<file path="config.mk">
export PLATFORM = sky130hd
export DESIGN_NAME = float_add_arbiter_flat
export DESIGN_NICKNAME = d
export VERILOG_FILES = /design/src/rtl/float_add_arbiter_if.sv /design/src/rtl/float_add_arbiter.sv /design/src/flat_wrapper.sv
export SDC_FILE = /design/constraint.sdc
export NUM_CORES = 1
export LEC_CHECK = 0
export ABC_AREA = 1
export BUFFER_PORTS_ARGS = -buffer_cell sky130_fd_sc_hd__buf_2
export CAP_MARGIN = 20
export CORE_UTILIZATION = 43
export DETAILED_ROUTE_END_ITERATION = 10
export PLACE_DENSITY = 0.84
export RECOVER_POWER = 25
export SLEW_MARGIN = 20
export SYNTH_ARGS = -nofsm -noshare
export SYNTH_HDL_FRONTEND = slang
export SYNTH_SLANG_ARGS = --single-unit
</file>
<file path="constraint.sdc">
create_clock -name Clock -period 2.6 [get_ports Clock]
set_input_delay 0.39 -clock Clock [delete_from_list [all_inputs] [get_ports Clock]]
set_output_delay 0.39 -clock Clock [all_outputs]
set_load 0.02 [all_outputs]
</file>
<file path="src/rtl/float_add_arbiter_if.sv">
// rtl/float_add_arbiter_if.sv - requester, datapath and response signals of the float add arbiter
interface float_add_arbiter_if #(
    parameter int WIDTH = 32
);
    logic [1:0]         reqValid;
    logic [1:0]         reqReady;
    logic [2*WIDTH-1:0] reqOpA;
    logic [2*WIDTH-1:0] reqOpB;
    logic [1:0]         reqSub;
    logic               dpValid;
    logic [WIDTH-1:0]   dpOpA;
    logic [WIDTH-1:0]   dpOpB;
    logic               dpSub;
    logic               dpDone;
    logic [WIDTH-1:0]   dpResult;
    logic [2:0]         dpFlags;
    logic               dpClear;
    logic [1:0]         respValid;
    logic [1:0]         respReady;
    logic [WIDTH-1:0]   respResult;
    logic [3:0]         respFlags;
    logic               busy;

    modport slave (
        input  reqValid, reqOpA, reqOpB, reqSub, dpDone, dpResult, dpFlags, respReady,
        output reqReady, dpValid, dpOpA, dpOpB, dpSub, dpClear, respValid, respResult,
        output respFlags, busy
    );

    modport master (
        output reqValid, reqOpA, reqOpB, reqSub, dpDone, dpResult, dpFlags, respReady,
        input  reqReady, dpValid, dpOpA, dpOpB, dpSub, dpClear, respValid, respResult,
        input  respFlags, busy
    );
endinterface

</file>
<file path="src/rtl/float_add_arbiter.sv">
// rtl/float_add_arbiter.sv - two-requester round-robin front end for a shared float add datapath
module float_add_arbiter #(
    parameter int WIDTH   = 32,
    parameter int TIMEOUT = 16
) (
    input  logic                Clock,
    input  logic                Reset,
    float_add_arbiter_if.slave  bus
);
    typedef enum logic [1:0] {IDLE, ISSUE, WAIT, RESPOND} state_t;

    localparam logic [7:0] TIMEOUT_M1 = 8'(TIMEOUT - 1);

    state_t           state_q, state_d;
    logic             grant_q;
    logic             last_grant_q;
    logic [WIDTH-1:0] opa_q, opb_q, result_q;
    logic             sub_q;
    logic [3:0]       flags_q;
    logic [7:0]       cnt_q;
    logic             clear_q;

    logic win;
    logic any_req;
    logic accept;
    logic dp_hit;
    logic timeout_hit;
    logic resp_fire;

    // On a tie the requester that was not served last time wins.
    assign any_req     = |bus.reqValid;
    assign win         = (bus.reqValid == 2'b11) ? ~last_grant_q : bus.reqValid[1];
    assign accept      = (state_q == IDLE) && any_req && !Reset;
    assign dp_hit      = (state_q == WAIT) && bus.dpDone;
    assign timeout_hit = (state_q == WAIT) && !bus.dpDone && (cnt_q == TIMEOUT_M1);
    assign resp_fire   = (state_q == RESPOND) && bus.respReady[grant_q];

    always_ff @(posedge Clock) begin
        if (Reset) begin
            state_q <= IDLE;
        end else begin
            state_q <= state_d;
        end
    end

    always_comb begin
        state_d = state_q;
        case (state_q)
            IDLE:    if (any_req) state_d = ISSUE;
            ISSUE:   state_d = WAIT;
            WAIT:    if (dp_hit || timeout_hit) state_d = RESPOND;
            RESPOND: if (resp_fire) state_d = IDLE;
            default: state_d = IDLE;
        endcase
    end

    always_comb begin
        bus.reqReady  = 2'b00;
        bus.dpValid   = 1'b0;
        bus.respValid = 2'b00;
        bus.busy      = (state_q != IDLE);
        case (state_q)
            IDLE:    if (accept) bus.reqReady = 2'b01 << win;
            ISSUE,
            WAIT:    bus.dpValid = 1'b1;
            RESPOND: bus.respValid = 2'b01 << grant_q;
            default: bus.busy = 1'b0;
        endcase
    end

    assign bus.dpOpA      = opa_q;
    assign bus.dpOpB      = opb_q;
    assign bus.dpSub      = sub_q;
    assign bus.dpClear    = clear_q;
    assign bus.respResult = result_q;
    assign bus.respFlags  = flags_q;

    // dpClear is a registered pulse raised on the WAIT->RESPOND edge only.
    always_ff @(posedge Clock) begin
        if (Reset) begin
            grant_q      <= 1'b0;
            last_grant_q <= 1'b1;
            opa_q        <= '0;
            opb_q        <= '0;
            sub_q        <= 1'b0;
            result_q     <= '0;
            flags_q      <= 4'b0000;
            cnt_q        <= 8'd0;
            clear_q      <= 1'b0;
        end else begin
            clear_q <= 1'b0;
            if (accept) begin
                grant_q <= win;
                opa_q   <= win ? bus.reqOpA[WIDTH +: WIDTH] : bus.reqOpA[0 +: WIDTH];
                opb_q   <= win ? bus.reqOpB[WIDTH +: WIDTH] : bus.reqOpB[0 +: WIDTH];
                sub_q   <= bus.reqSub[win];
            end
            if (state_q == ISSUE) begin
                cnt_q <= 8'd0;
            end
            if (dp_hit) begin
                result_q <= bus.dpResult;
                flags_q  <= {1'b0, bus.dpFlags};
                clear_q  <= 1'b1;
            end else if (timeout_hit) begin
                result_q <= '0;
                flags_q  <= 4'b1000;
                clear_q  <= 1'b1;
            end else if (state_q == WAIT) begin
                cnt_q <= cnt_q + 8'd1;
            end
            if (resp_fire) begin
                last_grant_q <= grant_q;
            end
        end
    end
endmodule

</file>
<file path="src/flat_wrapper.sv">
// flat-port wrapper written by rule: the top's interface ports become plain ports
module float_add_arbiter_flat 
#(
    parameter int WIDTH   = 32,
    parameter int TIMEOUT = 16
)
  (Clock, Reset, bus_reqValid, bus_reqOpA, bus_reqOpB, bus_reqSub, bus_dpDone, bus_dpResult, bus_dpFlags, bus_respReady, bus_reqReady, bus_dpValid, bus_dpOpA, bus_dpOpB, bus_dpSub, bus_dpClear, bus_respValid, bus_respResult, bus_respFlags, bus_busy);
  float_add_arbiter_if #(.WIDTH(WIDTH)) bus_i ();
  input  logic Clock;
  input  logic Reset;
  input wire logic [$bits(bus_i.reqValid)-1:0] bus_reqValid;
  input wire logic [$bits(bus_i.reqOpA)-1:0] bus_reqOpA;
  input wire logic [$bits(bus_i.reqOpB)-1:0] bus_reqOpB;
  input wire logic [$bits(bus_i.reqSub)-1:0] bus_reqSub;
  input wire logic [$bits(bus_i.dpDone)-1:0] bus_dpDone;
  input wire logic [$bits(bus_i.dpResult)-1:0] bus_dpResult;
  input wire logic [$bits(bus_i.dpFlags)-1:0] bus_dpFlags;
  input wire logic [$bits(bus_i.respReady)-1:0] bus_respReady;
  output wire logic [$bits(bus_i.reqReady)-1:0] bus_reqReady;
  output wire logic [$bits(bus_i.dpValid)-1:0] bus_dpValid;
  output wire logic [$bits(bus_i.dpOpA)-1:0] bus_dpOpA;
  output wire logic [$bits(bus_i.dpOpB)-1:0] bus_dpOpB;
  output wire logic [$bits(bus_i.dpSub)-1:0] bus_dpSub;
  output wire logic [$bits(bus_i.dpClear)-1:0] bus_dpClear;
  output wire logic [$bits(bus_i.respValid)-1:0] bus_respValid;
  output wire logic [$bits(bus_i.respResult)-1:0] bus_respResult;
  output wire logic [$bits(bus_i.respFlags)-1:0] bus_respFlags;
  output wire logic [$bits(bus_i.busy)-1:0] bus_busy;
  assign bus_i.reqValid = bus_reqValid;
  assign bus_i.reqOpA = bus_reqOpA;
  assign bus_i.reqOpB = bus_reqOpB;
  assign bus_i.reqSub = bus_reqSub;
  assign bus_i.dpDone = bus_dpDone;
  assign bus_i.dpResult = bus_dpResult;
  assign bus_i.dpFlags = bus_dpFlags;
  assign bus_i.respReady = bus_respReady;
  assign bus_reqReady = bus_i.reqReady;
  assign bus_dpValid = bus_i.dpValid;
  assign bus_dpOpA = bus_i.dpOpA;
  assign bus_dpOpB = bus_i.dpOpB;
  assign bus_dpSub = bus_i.dpSub;
  assign bus_dpClear = bus_i.dpClear;
  assign bus_respValid = bus_i.respValid;
  assign bus_respResult = bus_i.respResult;
  assign bus_respFlags = bus_i.respFlags;
  assign bus_busy = bus_i.busy;
  float_add_arbiter #(.WIDTH(WIDTH), .TIMEOUT(TIMEOUT)) u_core (.Clock(Clock), .Reset(Reset), .bus(bus_i));
endmodule
</file>
## Word-level counts from Yosys, hierarchy flattened

Index checks and enable logic that the tools add are counted.
Widths: inputs -> output; s select.

- Add/subtract/negate cells: 1
- Order comparisons: 2
- Eq/ne operators: 8
- Shift-type cells: 2
- Muxes and demuxes: 25
- Bitwise logic cells: 1
- Reductions and logical operators: 16

Operators by type and width:

| cell | count |
|---|---|
| $mux 32 | 4 |
| $mux 8 | 4 |
| $mux 2 | 6 |
| $add 8x1->8 const B | 1 |
| $eq 8x4->1 const B | 1 |
| $mux 1 | 8 |
| $pmux 2 s4 | 1 |
| $eq 2x2->1 const B | 3 |
| $logic_and 1x1->1 | 6 |
| $mux 3 | 2 |
| $reduce_or 2->1 | 3 |
| $lt 1x2->1 const B | 2 |
| $ne 2x1->1 const B | 2 |
| $reduce_bool 2->1 | 2 |
| $shl 1x1->2 const A | 2 |
| $reduce_and 3->1 | 1 |
| $eq 2x1->1 const B | 1 |
| $logic_not 1->1 | 2 |
| $logic_not 2->1 | 1 |
| $ne 2x2->1 const B | 1 |
| $logic_or 1x1->1 | 1 |
| $not 1->1 | 1 |

- Flip-flop bits (word level): 114
- Input port bits: 172
- Output and inout port bits: 108
- Word-level logic and storage cells: 66

## Logic depth before layout (Yosys ltp)

- Depth after elaboration: 6
- Gate-level depth with buffers: 10

## Worst setup path after synthesis

OpenSTA, ideal clock, no wires.

- Path kind: reg2out
- Start: register u_core.state_q[0]
- End: output port bus_reqReady[0]
- Arrival time: 1300 ps
- Required time: 2210 ps
- Slack: 910 ps
- Cell stages (with the launch flop): 8
- Path buffers: 1
- Cells stage by stage: dfxtp_1 > inv_1 > ha_1 > o21ai_1 > nor2_2 > inv_2 > buf_4 > nor2_1

- Longest elaborated chain between the ends: 5

RTL lines:

| item | line | text |
|---|---|---|
| start: declaration | float_add_arbiter.sv:14 | `state_t state_q, state_d;` |
| start signal: assignment | float_add_arbiter.sv:42 | `state_q <= state_d;` |
| $logic_not 2->1 (*) | float_add_arbiter.sv:33, float_add_arbiter.sv:62 |  |
| $logic_and 1x1->1 (2 in a row) | float_add_arbiter.sv:33 | `assign accept = (state_q == IDLE) && any_req && !Reset;` |
| $mux 2 | float_add_arbiter.sv:63 | `IDLE: if (accept) bus.reqReady = 2'b01 << win;` |
| $mux 2 (*) | float_add_arbiter.sv:62 | `case (state_q)` |
| end: declaration | flat_wrapper.sv:19 | `output wire logic [$bits(bus_i.reqReady)-1:0] bus_reqReady;` |

Every way passes the cells marked *; elsewhere a longest branch is shown, timed or not.

## Worst setup path in the final report

Same ends and word-level chain as after synthesis.

==> impl_metrics.yaml <==
layout:
  nNetsFinal: 1212
  final_util_pct: 61.9
  multi_input_area_sq_um: 2490
  final-seq-area_sq_um: 2280
  fillers: 1069
  syn_to_final_growth_pct: 38.8
  drive_gt1_share_pct: 26.4
clock_network:
  clock_tree.buffer_depth: 2
  post_cts_buffers: 0
  cts_resized: 0
  root_buffer: "clkbuf_16"
  cts_buffers: 17
  clk_pin_slew_ns: 0.05
  cts_tree: "built"
  hold_buffers: 0
  cts.sinks: 114
  h-tree-depth: 4
  clk_latency_ns: 0.41
yosys:
  yosysTopAreaCellShare_pct: 44.3
  ys_ff_latch: 114
  synth_enable_flop_cells: 0
  netlist_top_cells_count: "nand2_1, dfxtp_1, a21oi_1, nor2_1, buf_4"
  avgSynthCellArea_sq_um: 6.63
  ys_top_cells_by_area: "dfxtp_1, nand2_1, a21oi_1"
  post_synth_num_cell_types: 22
  synthCells: 778
  netlist_area_sq_um: 5160
  yosys_warnings: 0
  synthArstFlopShare_pct: 0
  synth_most_common_cell: "nand2_1"
  synth_ff_type: "dfxtp_1"
  synth_fp_nets: 956
  yosysTopAreaCell: "dfxtp_1"
  synth-seq-area-share_pct: 44.3
sta:
  fin_tns_setup_ns: 0
  worst_slack_ns: 0.373
  slew_headroom_pct: 34.8
  setup_viol: 0
  hold_viol_final: 0
  period_share_pct: 85.7
  rsz0062_at_grt: "false"
  fin_skew_ns: 0.00724
  fmax_ghz: 0.449
  tightest_slew_ns: 0.978
  fin_crit_ns: 2.23
  slew_viol_final: 0
global_routing:
  grt_max_degree: 66
  grt_first_pass_wirelength_um: 24400
  grt_pass1_vias: 5280
  antenna_found_initial: 1
  grt.total_usage_pct: 24.5
  gr-total-overflow: 0
drt:
  via_per_inst: 4.85
  first_pass_iters: 7
  wl_per_cell_um: 12.8
  drc_errors: 20
  wl_um: 15300
  antenna_left: 0
  num_vias: 5775
  drt_iter0_drc: 358
worst_setup_path:
  rrSetupSlack_ns: 0.73
  cp_data_arrival_time_ns: 1.84
  critPathRequiredTime_ns: 2.21
  setup.worst_path.start_class: "register"
  endpoint_kind: "output port"
  worstSetupPathType: "register to output port"
  worst-path-max-fanout: 17
run:
  drv_cap: 0
power_and_ir_drop:
  powerDensity_nw_per_um2: 907
  ir_worst_vdd_mv: 0.492
  leakage_uw: 0.00346
  p_total_uw: 6490
placement:
  gp_congestion: 0.846
  place_ws_ns: 0.705
  dp_hpwl_um: 10500
  portBuffers: 279
floorplan:
  initial_core_util_pct: 44.6
  core_area_sq_um: 11600
  die_w_um: 112
  rows: 39
  dieArea_sq_um: 12400
  io_pins: 280
  die_y_um: 112
min_path:
  hold_class: "input port to register"
outcome:
  status: "complete, but fails checks"
  failed_checks: "design-rule violations"
==> report_power, final <==
group          internal, uW  switching (uW)  total [uW]
clock                  1940             822        2770
sequential             1980             126        2110
combinational           525            1090        1620
total                  4450            2040        6490
==> state kept, by name, summed over array words and instances, names as in the netlist <==
| name | flops |
|---|---|
| u_core.bus.dpSub | 1 |
| u_core.bus.respResult | 32 |
| u_core.last_grant_q | 1 |
| u_core.grant_q | 1 |
| u_core.state_q | 2 |
| u_core.bus.dpClear | 1 |
| u_core.bus.dpOpA | 32 |
| u_core.bus.dpOpB | 32 |
| u_core.cnt_q | 8 |
| u_core.bus.respFlags | 4 |
==> path summary, 6_finish.rpt <==
kind / startpoint / endpoint / cells after the start
worst min register to register: u_core.bus.respResult[9] / u_core.bus.respResult[9] / 2
worst min-delay path: bus_respReady[1] / u_core.last_grant_q / 3
worst max register to register: u_core.state_q[0] / u_core.bus.respResult[27] / 8
worst max-delay path: u_core.state_q[0] / bus_reqReady[0] / 7
==> worst max-delay path, cell delays in order (launching register included) <==
cell and delay, ns:
dfxtp_1 0.36, inv_1 0.10, ha_1 0.23, o21ai_1 0.17
nor2_4 0.05, inv_2 0.24, nor2_1 0.10, buf_2 0.18
==> per-stage QoR <==
step,hold WS (ns),cells,cell area [sq um]
after floorplan,0.449,778,5160
after global placement,0.445,1158,6520
after detailed placement,0.450,1158,6520
after CTS,0.192,1190,7220
after global routing,0.208,1191,7160
final,0.208,1191,7160
==> final cells by class <==
class                           count  share of cell area, %
Antenna cell                        1                 0.0350
Timing Repair Buffer              288                   19.9
Tap cell                          143                   2.50
Clock inverter                     13                   3.55
Clock buffer                       19                   6.33
Multi-Input combinational cell    592                   34.7
Sequential cell                   114                   31.9
Inverter                           21                   1.10
==> cell families after synthesis <==
| kind of cell | count (synthesis) | share of synthesized area [%] |
|---|---|---|
| flops | 114 | 44.3 |
| simple gates | 466 | 34.8 |
| compound gates | 120 | 11.8 |
| fa+ha+maj | 6 | 1.46 |
| buf+inv | 72 | 7.67 |
==> metal layers <==
metal | track usage (%) | routed length (um) | vias up
met5 | 0 | 0 | -
met4 | 12.2 | 523 | 0
met3 | 6.80 | 889 | 47
met2 | 43.2 | 7590 | 207
met1 | 26.9 | 6250 | 2569
li1 | - | - | 2952
==> cell usage in the layout, fill, tap and decap left out, types with 2 or more instances in the layout <==
cell        count
a21oi_1       106
buf_12          2
buf_2         224
buf_4           7
bufinv_16       7
clkbuf_1       54
clkbuf_16      17
clkbuf_8        2
clkinvlp_4      4
dfxtp_1       114
ha_1            6
inv_1          17
inv_2           4
nand2_1       424
nand3_1        10
nand4_1         3
nor2_1         22
nor2_4          3
o21ai_0         9
o21ai_1         2
Power figures use the tool's default switching activity.
